**src/rtl/alu_ctrl_pkg.sv**
```systemverilog
// alu_ctrl_pkg: ALU control codes, ALUOp and M-op encodings, sequencer states shared by EX-stage logic.
package alu_ctrl_pkg;
  localparam logic [3:0] ALU_ADD  = 4'b0000;
  localparam logic [3:0] ALU_SRA  = 4'b0001;
  localparam logic [3:0] ALU_SUB  = 4'b0010;
  localparam logic [3:0] ALU_MUL  = 4'b0011;
  localparam logic [3:0] ALU_XOR  = 4'b0100;
  localparam logic [3:0] ALU_AND  = 4'b0101;
  localparam logic [3:0] ALU_OR   = 4'b0110;
  localparam logic [3:0] ALU_SLL  = 4'b0111;
  localparam logic [3:0] ALU_SRL  = 4'b1000;
  localparam logic [3:0] ALU_SLT  = 4'b1001;
  localparam logic [3:0] ALU_SLTU = 4'b1010;
  localparam logic [1:0] OP_I  = 2'b00;
  localparam logic [1:0] OP_BR = 2'b01;
  localparam logic [1:0] OP_R  = 2'b10;
  localparam logic [6:0] F7_MULDIV = 7'b0000001;
  localparam logic [2:0] MD_MUL    = 3'b000;
  localparam logic [2:0] MD_MULH   = 3'b001;
  localparam logic [2:0] MD_MULHSU = 3'b010;
  localparam logic [2:0] MD_MULHU  = 3'b011;
  localparam logic [2:0] MD_DIV    = 3'b100;
  localparam logic [2:0] MD_DIVU   = 3'b101;
  localparam logic [2:0] MD_REM    = 3'b110;
  localparam logic [2:0] MD_REMU   = 3'b111;
  typedef enum logic [1:0] {IDLE, BUSY, DONE} state_t;
  // alt is funct7[5]; it selects sub only for register-register forms
  function automatic logic [3:0] alu_f3(input logic [2:0] f3, input logic alt, input logic rtype);
    case (f3)
      3'b000:  alu_f3 = (rtype && alt) ? ALU_SUB : ALU_ADD;
      3'b001:  alu_f3 = ALU_SLL;
      3'b010:  alu_f3 = ALU_SLT;
      3'b011:  alu_f3 = ALU_SLTU;
      3'b100:  alu_f3 = ALU_XOR;
      3'b101:  alu_f3 = alt ? ALU_SRA : ALU_SRL;
      3'b110:  alu_f3 = ALU_OR;
      default: alu_f3 = ALU_AND;
    endcase
  endfunction
endpackage

```
**src/rtl/muldiv_iter.sv**
```systemverilog
// muldiv_iter: radix-2 shift-add multiply / restoring divide datapath on operand magnitudes, with sign fix.
module muldiv_iter
  import alu_ctrl_pkg::*;
#(
  parameter int XLEN = 32
) (
  input  logic            clk_i,
  input  logic            rst_i,
  input  logic            start_i,
  input  logic            step_i,
  input  logic            last_i,
  input  logic [2:0]      op_i,
  input  logic [XLEN-1:0] rs1_i,
  input  logic [XLEN-1:0] rs2_i,
  output logic            special_o,
  output logic [XLEN-1:0] result_o
);
  localparam logic [XLEN-1:0] MIN = {1'b1, {(XLEN-1){1'b0}}};
  logic [2:0] op_q;
  logic neg_q, sgn1, sgn2, neg_n, div_zero, ovf;
  logic [XLEN-1:0] a_q, mag1, mag2, special_res, q_fix, r_fix, res_n;
  logic [2*XLEN-1:0] p_q, p_n, p_fix;
  logic [XLEN:0] sum, rem_sh, diff;
  // p_q holds {product_hi, multiplier} for multiply and {remainder, dividend/quotient} for divide
  always_comb begin
    sgn1 = rs1_i[XLEN-1] && (op_i == MD_MULH || op_i == MD_MULHSU || op_i == MD_DIV || op_i == MD_REM);
    sgn2 = rs2_i[XLEN-1] && (op_i == MD_MULH || op_i == MD_DIV || op_i == MD_REM);
    mag1 = sgn1 ? -rs1_i : rs1_i;
    mag2 = sgn2 ? -rs2_i : rs2_i;
    neg_n = op_i == MD_REM ? sgn1 : sgn1 ^ sgn2;
    div_zero = op_i[2] && rs2_i == '0;
    ovf = (op_i == MD_DIV || op_i == MD_REM) && rs1_i == MIN && rs2_i == '1;
    special_o = div_zero || ovf;
    special_res = op_i[1] ? (div_zero ? rs1_i : '0) : (div_zero ? '1 : MIN);
    sum = {1'b0, p_q[2*XLEN-1:XLEN]} + (p_q[0] ? {1'b0, a_q} : '0);
    rem_sh = {p_q[2*XLEN-1:XLEN], p_q[XLEN-1]};
    diff = rem_sh - {1'b0, a_q};
    p_n = op_q[2] ? (diff[XLEN] ? {rem_sh[XLEN-1:0], p_q[XLEN-2:0], 1'b0}
                                : {diff[XLEN-1:0], p_q[XLEN-2:0], 1'b1})
                  : {sum, p_q[XLEN-1:1]};
    p_fix = neg_q ? -p_n : p_n;
    q_fix = neg_q ? -p_n[XLEN-1:0] : p_n[XLEN-1:0];
    r_fix = neg_q ? -p_n[2*XLEN-1:XLEN] : p_n[2*XLEN-1:XLEN];
    res_n = op_q == MD_MUL ? p_fix[XLEN-1:0] : !op_q[2] ? p_fix[2*XLEN-1:XLEN] : op_q[1] ? r_fix : q_fix;
  end
  always_ff @(posedge clk_i or negedge rst_i) begin
    if (!rst_i) begin
      op_q <= '0;
      neg_q <= 1'b0;
      a_q <= '0;
      p_q <= '0;
      result_o <= '0;
    end else begin
      if (start_i) begin
        op_q <= op_i;
        neg_q <= neg_n;
        a_q <= mag2;
        p_q <= {{XLEN{1'b0}}, mag1};
      end else if (step_i) begin
        p_q <= p_n;
      end
      if (start_i && special_o) result_o <= special_res;
      else if (step_i && last_i) result_o <= res_n;
    end
  end
endmodule

```
**src/rtl/alu_muldiv_ctrl.sv**
```systemverilog
// alu_muldiv_ctrl: RV32 EX-stage ALU control decode plus iterative M-extension sequencer with pipeline stall.
module alu_muldiv_ctrl
  import alu_ctrl_pkg::*;
#(
  parameter int XLEN = 32
) (
  input  logic            clk_i,
  input  logic            rst_i,
  input  logic            valid_i,
  input  logic            flush_i,
  input  logic [31:0]     funct_i,
  input  logic [1:0]      ALUOp_i,
  input  logic [XLEN-1:0] rs1_i,
  input  logic [XLEN-1:0] rs2_i,
  output logic [3:0]      ALUCtrl_o,
  output logic            md_sel_o,
  output logic            stall_o,
  output logic            md_valid_o,
  output logic [XLEN-1:0] md_result_o
);
  localparam int CNT_W = $clog2(XLEN) + 1;
  state_t state;
  logic [CNT_W-1:0] cnt;
  logic accept, special, unused_funct;
  assign unused_funct = ^{funct_i[24:15], funct_i[11:0]};
  always_comb begin
    md_sel_o = ALUOp_i == OP_R && funct_i[31:25] == F7_MULDIV;
    ALUCtrl_o = ALUOp_i == OP_I  ? alu_f3(funct_i[14:12], funct_i[30], 1'b0)
              : ALUOp_i == OP_BR ? ALU_SUB
              : ALUOp_i == OP_R  ? (md_sel_o ? ALU_MUL : alu_f3(funct_i[14:12], funct_i[30], 1'b1))
              : ALU_ADD;
  end
  assign accept = state == IDLE && valid_i && md_sel_o && !flush_i;
  assign stall_o = rst_i && (accept || (state == BUSY && !flush_i));
  assign md_valid_o = state == DONE && !flush_i;
  always_ff @(posedge clk_i or negedge rst_i) begin
    if (!rst_i) begin
      state <= IDLE;
      cnt <= '0;
    end else if (flush_i && state != IDLE) begin
      state <= IDLE;
      cnt <= '0;
    end else begin
      case (state)
        IDLE: if (accept) begin
          state <= special ? DONE : BUSY;
          cnt <= CNT_W'(XLEN);
        end
        BUSY: begin
          cnt <= cnt - CNT_W'(1);
          if (cnt == CNT_W'(1)) state <= DONE;
        end
        default: state <= IDLE;
      endcase
    end
  end
  muldiv_iter #(.XLEN(XLEN)) u_iter (
    .clk_i(clk_i),
    .rst_i(rst_i),
    .start_i(accept),
    .step_i(state == BUSY && !flush_i),
    .last_i(cnt == CNT_W'(1)),
    .op_i(funct_i[14:12]),
    .rs1_i(rs1_i),
    .rs2_i(rs2_i),
    .special_o(special),
    .result_o(md_result_o)
  );
endmodule

```
**config.mk**
```make
export PLATFORM = sky130hd
export DESIGN_NAME = alu_muldiv_ctrl
export DESIGN_NICKNAME = d
export VERILOG_FILES = /design/src/rtl/alu_ctrl_pkg.sv /design/src/rtl/muldiv_iter.sv /design/src/rtl/alu_muldiv_ctrl.sv
export SDC_FILE = /design/constraint.sdc
export NUM_CORES = 1
export LEC_CHECK = 0
export CAP_MARGIN = 20
export CORE_MARGIN = 1.5
export CORE_UTILIZATION = 45
export DETAILED_ROUTE_END_ITERATION = 8
export GPL_ROUTABILITY_DRIVEN = 0
export MAX_ROUTING_LAYER = met4
export PLACE_DENSITY = 0.69
export SYNTH_ARGS = -nofsm -noshare
export SYNTH_HDL_FRONTEND = slang
export SYNTH_SLANG_ARGS = --single-unit
```
**constraint.sdc**
```tcl
create_clock -name clk_i -period 11.6 [get_ports clk_i]
set_clock_uncertainty 0.2 [all_clocks]
set_input_delay 2.32 -clock clk_i [delete_from_list [all_inputs] [get_ports clk_i]]
set_output_delay 2.32 -clock clk_i [all_outputs]
set_load 0.1 [all_outputs]
```
==> results.md <==
- The run finished with clean final reports.
- The critical path in this run is classified as in2out.
- The detailed-router iteration count before antenna repair is 6.
- In this run, synthesis inferred 0 flip-flops with an integrated enable.
- In the final timing run, aggregate negative setup slack is 0 ps.
- Summing all placed instances gives a cell area of 0.0172 sq mm.
- For this run, the slowest stage of the critical path takes 1150 ps.
- Max-cap violations in this run came to 0.
- The final hold violation count is 0.
- Along the worst path, the maximum fanout reaches 32.
- The post-detailed-route count of antenna-violating nets is 0.
- For this configuration, the core starts out at a cell density of 0.457.
- In this design, the critical path's most frequently occurring cell is clkdlybuf4s50_1.
- Relative to the synthesized area, the layout overhead comes to 12.6%.
- The type of the tightest min-delay check is reg2reg.
- Of the synthesized area, sequential elements account for 0.221.
- In this run, the number of DRC markers left after iteration 0 of detailed routing was 2078.
- The via count of the first global-routing pass is 16200.
- Hold timing on the final database bottoms out at a slack of 277 ps.
- The type of origin of the critical path is an input pin.
- The average vias per placed instance is 6.58.
- Entering global routing, the biggest net connects 97 pins.
- The post-route total power is 0.00157 W.
- The global router's overall resource usage is 0.322.
- Timing would allow up to 120 MHz.
- The number of nets in the synthesized netlist is 2296.
- Of the available clock period, the critical path in the final layout requires 0.718.
- For the pin with the worst max-slew slack, the measured transition is 1060 ps.
- The die covers 0.0363 sq mm.
- For this block, the routed nets add up to 57200 um of wire.
- The routed layout has 17300 vias.
- The power per unit of standard cell area is 88.0 mW/mm^2.
- STA puts the critical path data arrival time at 5810 ps.
- TritonCTS built the clock tree.
- Of the total power, the share spent switching nets is 0.329.
- The cell accounting for the most synthesized area is dfrtp_1.
- The number of antenna violations at the first check in global routing is 0.
- The endpoint type of the worst setup path is an output pin.
- Traced cell by cell, the critical path runs through clkdlybuf4s50_1, or4_1, nor3_1, and4b_1, nor2_2, buf_4, nor2b_1, clkdlybuf4s50_1.
- The H-tree was split into 4 levels.
- The diode insertion count for antenna repair is 0.
- The synthesized flop and latch total is 140.
- The share of synthesized area in the top cell type comes to 0.221.
- The vertical die dimension is 191 um.
- The number of nets in the layout is 2330.
- The worst slew slack as a fraction of its limit is 0.292.
- Detailed placement ended at an HPWL of 42500 um.
- Dividing the detail-routed wire length by the instance count gives 21.8 um.
- Of the total power, combinational logic draws 0.277.
- The largest individual stage delay along the critical path comes from the cell clkdlybuf4s50_1.
- The sequential fraction of design power is 0.320.
- The leakage power summed over all cells is 7.79 nW.
- The filler cells instantiated in the layout total 3319.
- The floorplan step defined a core boundary enclosing 0.0346 sq mm.
- Clock-pin slew was measured on the worst setup and hold paths at 60 ps.
- The internal portion of total power is 0.00105 W.
- The maximum clock path buffer count is 2.
- The share of async-settable or async-resettable flops after synthesis is 1.00.
- The number of buffers inserted for hold repair after clock tree synthesis is 0.
- The clock tree root buffer cell is clkbuf_16.
- For the worst-skew pair, the clock arrives at the later sink with an insertion delay of 440 ps.
- Dividing the synthesized area by the synthesized cell count gives 7.46 sq um.
- The number of max-slew violations in the final report came to 0.
- The count of buffers added on input and output ports is 118.
- In the synthesized netlist, the number of instances is 2121.
- Setup violations remaining at the end of the flow were counted as 0.
- In the routed design, unresolved DRC markers number 0.
- The post-CTS resize count is 0.
- The number of buffers and inverters on the critical path is 3.
- Of the total power, the clock network draws 0.403.
- Once layout is done, the placed cells without fillers occupy 0.0178 sq mm.
- The dominant synthesized flop cell is dfrtp_1.
- The overall overflow remaining after global route is 0.
- The first global-routing pass estimated 89000 um of wire.
- The mapped netlist covers 0.0158 sq mm.
- In this run the power spent charging and discharging nets is 0.000517 W.
- In this design, the largest share of critical-path delay is due to buffers and inverters.
- Once the clock tree was built, the setup fixing pass inserted 0 buffers.
- The maximum vdd ir drop is 0.0966 mV.
- In this run the count of I/O pins placed on the die edge is 141.
- The worst path needs 8330 ps of the cycle, external delays included.
- The overall die width is 191 um.
- The number of placement rows is 68.
- Setup repair after global routing left no endpoint under its margin.
- For this run, the number of Yosys warnings is 0.
- For the worst setup path, the data required time is 9080 ps.
- The number of distinct standard cells referenced by the synthesized netlist is 106.
- The total CTS buffers is 17.
- The proportion of layout cells with a drive suffix above 1 is 0.0637.
- For this design, the sink count on the clock tree is 140.
- In the post-synthesis netlist, the biggest area contributors are dfrtp_1 (22%), o21ai_0 (7.3%), nand2_1 (6.2%), ha_1 (5.6%), a21oi_1 (4.6%).
[sequential cells by signal, indices dropped and copies added (netlist names)]
register / cells
u_iter.p_q: 64
u_iter.a_q: 32
u_iter.result_o: 32
cnt: 6
u_iter.op_q: 3
state: 2
u_iter.neg_q: 1
[placed cells by master (no fill, tap or decap), types with 70 or more instances in the layout]
| cell type | synthesis | routed |
|---|---|---|
| xnor2_1 | 72 | 72 |
| ha_1 | 71 | 71 |
| nand3_1 | 70 | 70 |
| xor2_1 | 79 | 79 |
| nor2_1 | 141 | 139 |
| o21ai_0 | 232 | 232 |
| dfrtp_1 | 140 | 138 |
| a21oi_1 | 144 | 144 |
| clkdlybuf4s50_1 | 0 | 117 |
| inv_1 | 82 | 82 |
| nand2_1 | 260 | 259 |
[area by class of cell]
type	instances	area (sq um)	share of cell area
clock buffer	23	508	0.0285
tap	455	569	0.0319
sequential	140	3510	0.197
multi-input combinational	1769	11400	0.639
clock inverter	8	154	0.00863
timing repair buffer	144	1380	0.0773
inverter	83	312	0.0175
[worst paths after layout]
kind                                          start  cells past startpoint  slack, ps                   to
worst max register to register       u_iter.p_q[31]                     21       4810   u_iter.result_o[6]
worst min-delay path            u_iter.result_o[15]                      2        280  u_iter.result_o[15]
worst min register to register  u_iter.result_o[15]                      2        280  u_iter.result_o[15]
max in group asynchronous                     rst_i                      2       7870       u_iter.op_q[2]
min in group asynchronous                     rst_i                      1       1700       u_iter.p_q[23]
worst max-delay path                    funct_i[30]                      8       3270              stall_o
[Yosys cell counts, types with 42 or more instances]
library cell	n
xnor2_1	72
nand2_1	260
ha_1	71
nor3_1	69
and2_1	45
nand3_1	70
mux2i_1	42
o21ai_0	232
a21oi_1	144
dfrtp_1	140
nor2_1	141
inv_1	82
xor2_1	79
clkbuf_1	90
[kinds of logic after synthesis]
family | Yosys count | synth area share
XOR/XNOR | 151 | 0.0835
flip-flops | 140 | 0.221
AO/OA/AOI/OAI | 727 | 0.305
multiplexers | 50 | 0.0322
AND/OR/NAND/NOR | 768 | 0.240
adder cells (fa/ha/maj) | 73 | 0.0586
buffers and inverters | 212 | 0.0594
[through the flow]
stage	utilization	cells	setup slack [ps]
final	0.515	2622	3270
after global routing	0.515	2622	3060
after CTS	0.514	2621	3290
after detailed placement	0.495	2590	3300
after global placement	0.495	2590	3290
after floorplan	-	2121	1830
[worst min-delay path: stages (launching register included)]
cell and delay, ps:
dfrtp_1 340, nand2_1 50, nand3_1 50
[layer usage]
layer | up-vias | track usage | part of all wire
met4 | 0 | 0.155 | 0.051
met2 | 1032 | 0.479 | 0.44
met3 | 194 | 0.0569 | 0.10
met1 | 8161 | 0.421 | 0.41
met5 | - | - | 0
li1 | 7866 | - | -
[power by group through the flow]
| stage | logic, W | clock network, W | registers [W] |
|---|---|---|---|
| 2_1_floorplan | 0.000285 | 0 | 0.000507 |
| 3_3_place_gp | 0.000412 | 0 | 0.000510 |
| 3_5_place_dp | 0.000419 | 0 | 0.000511 |
| 4_1_cts | 0.000422 | 0.000635 | 0.000501 |
| 5_1_grt | 0.000466 | 0.000656 | 0.000502 |
| 6_report | 0.000435 | 0.000633 | 0.000502 |
(Power assumes the default switching activity.)
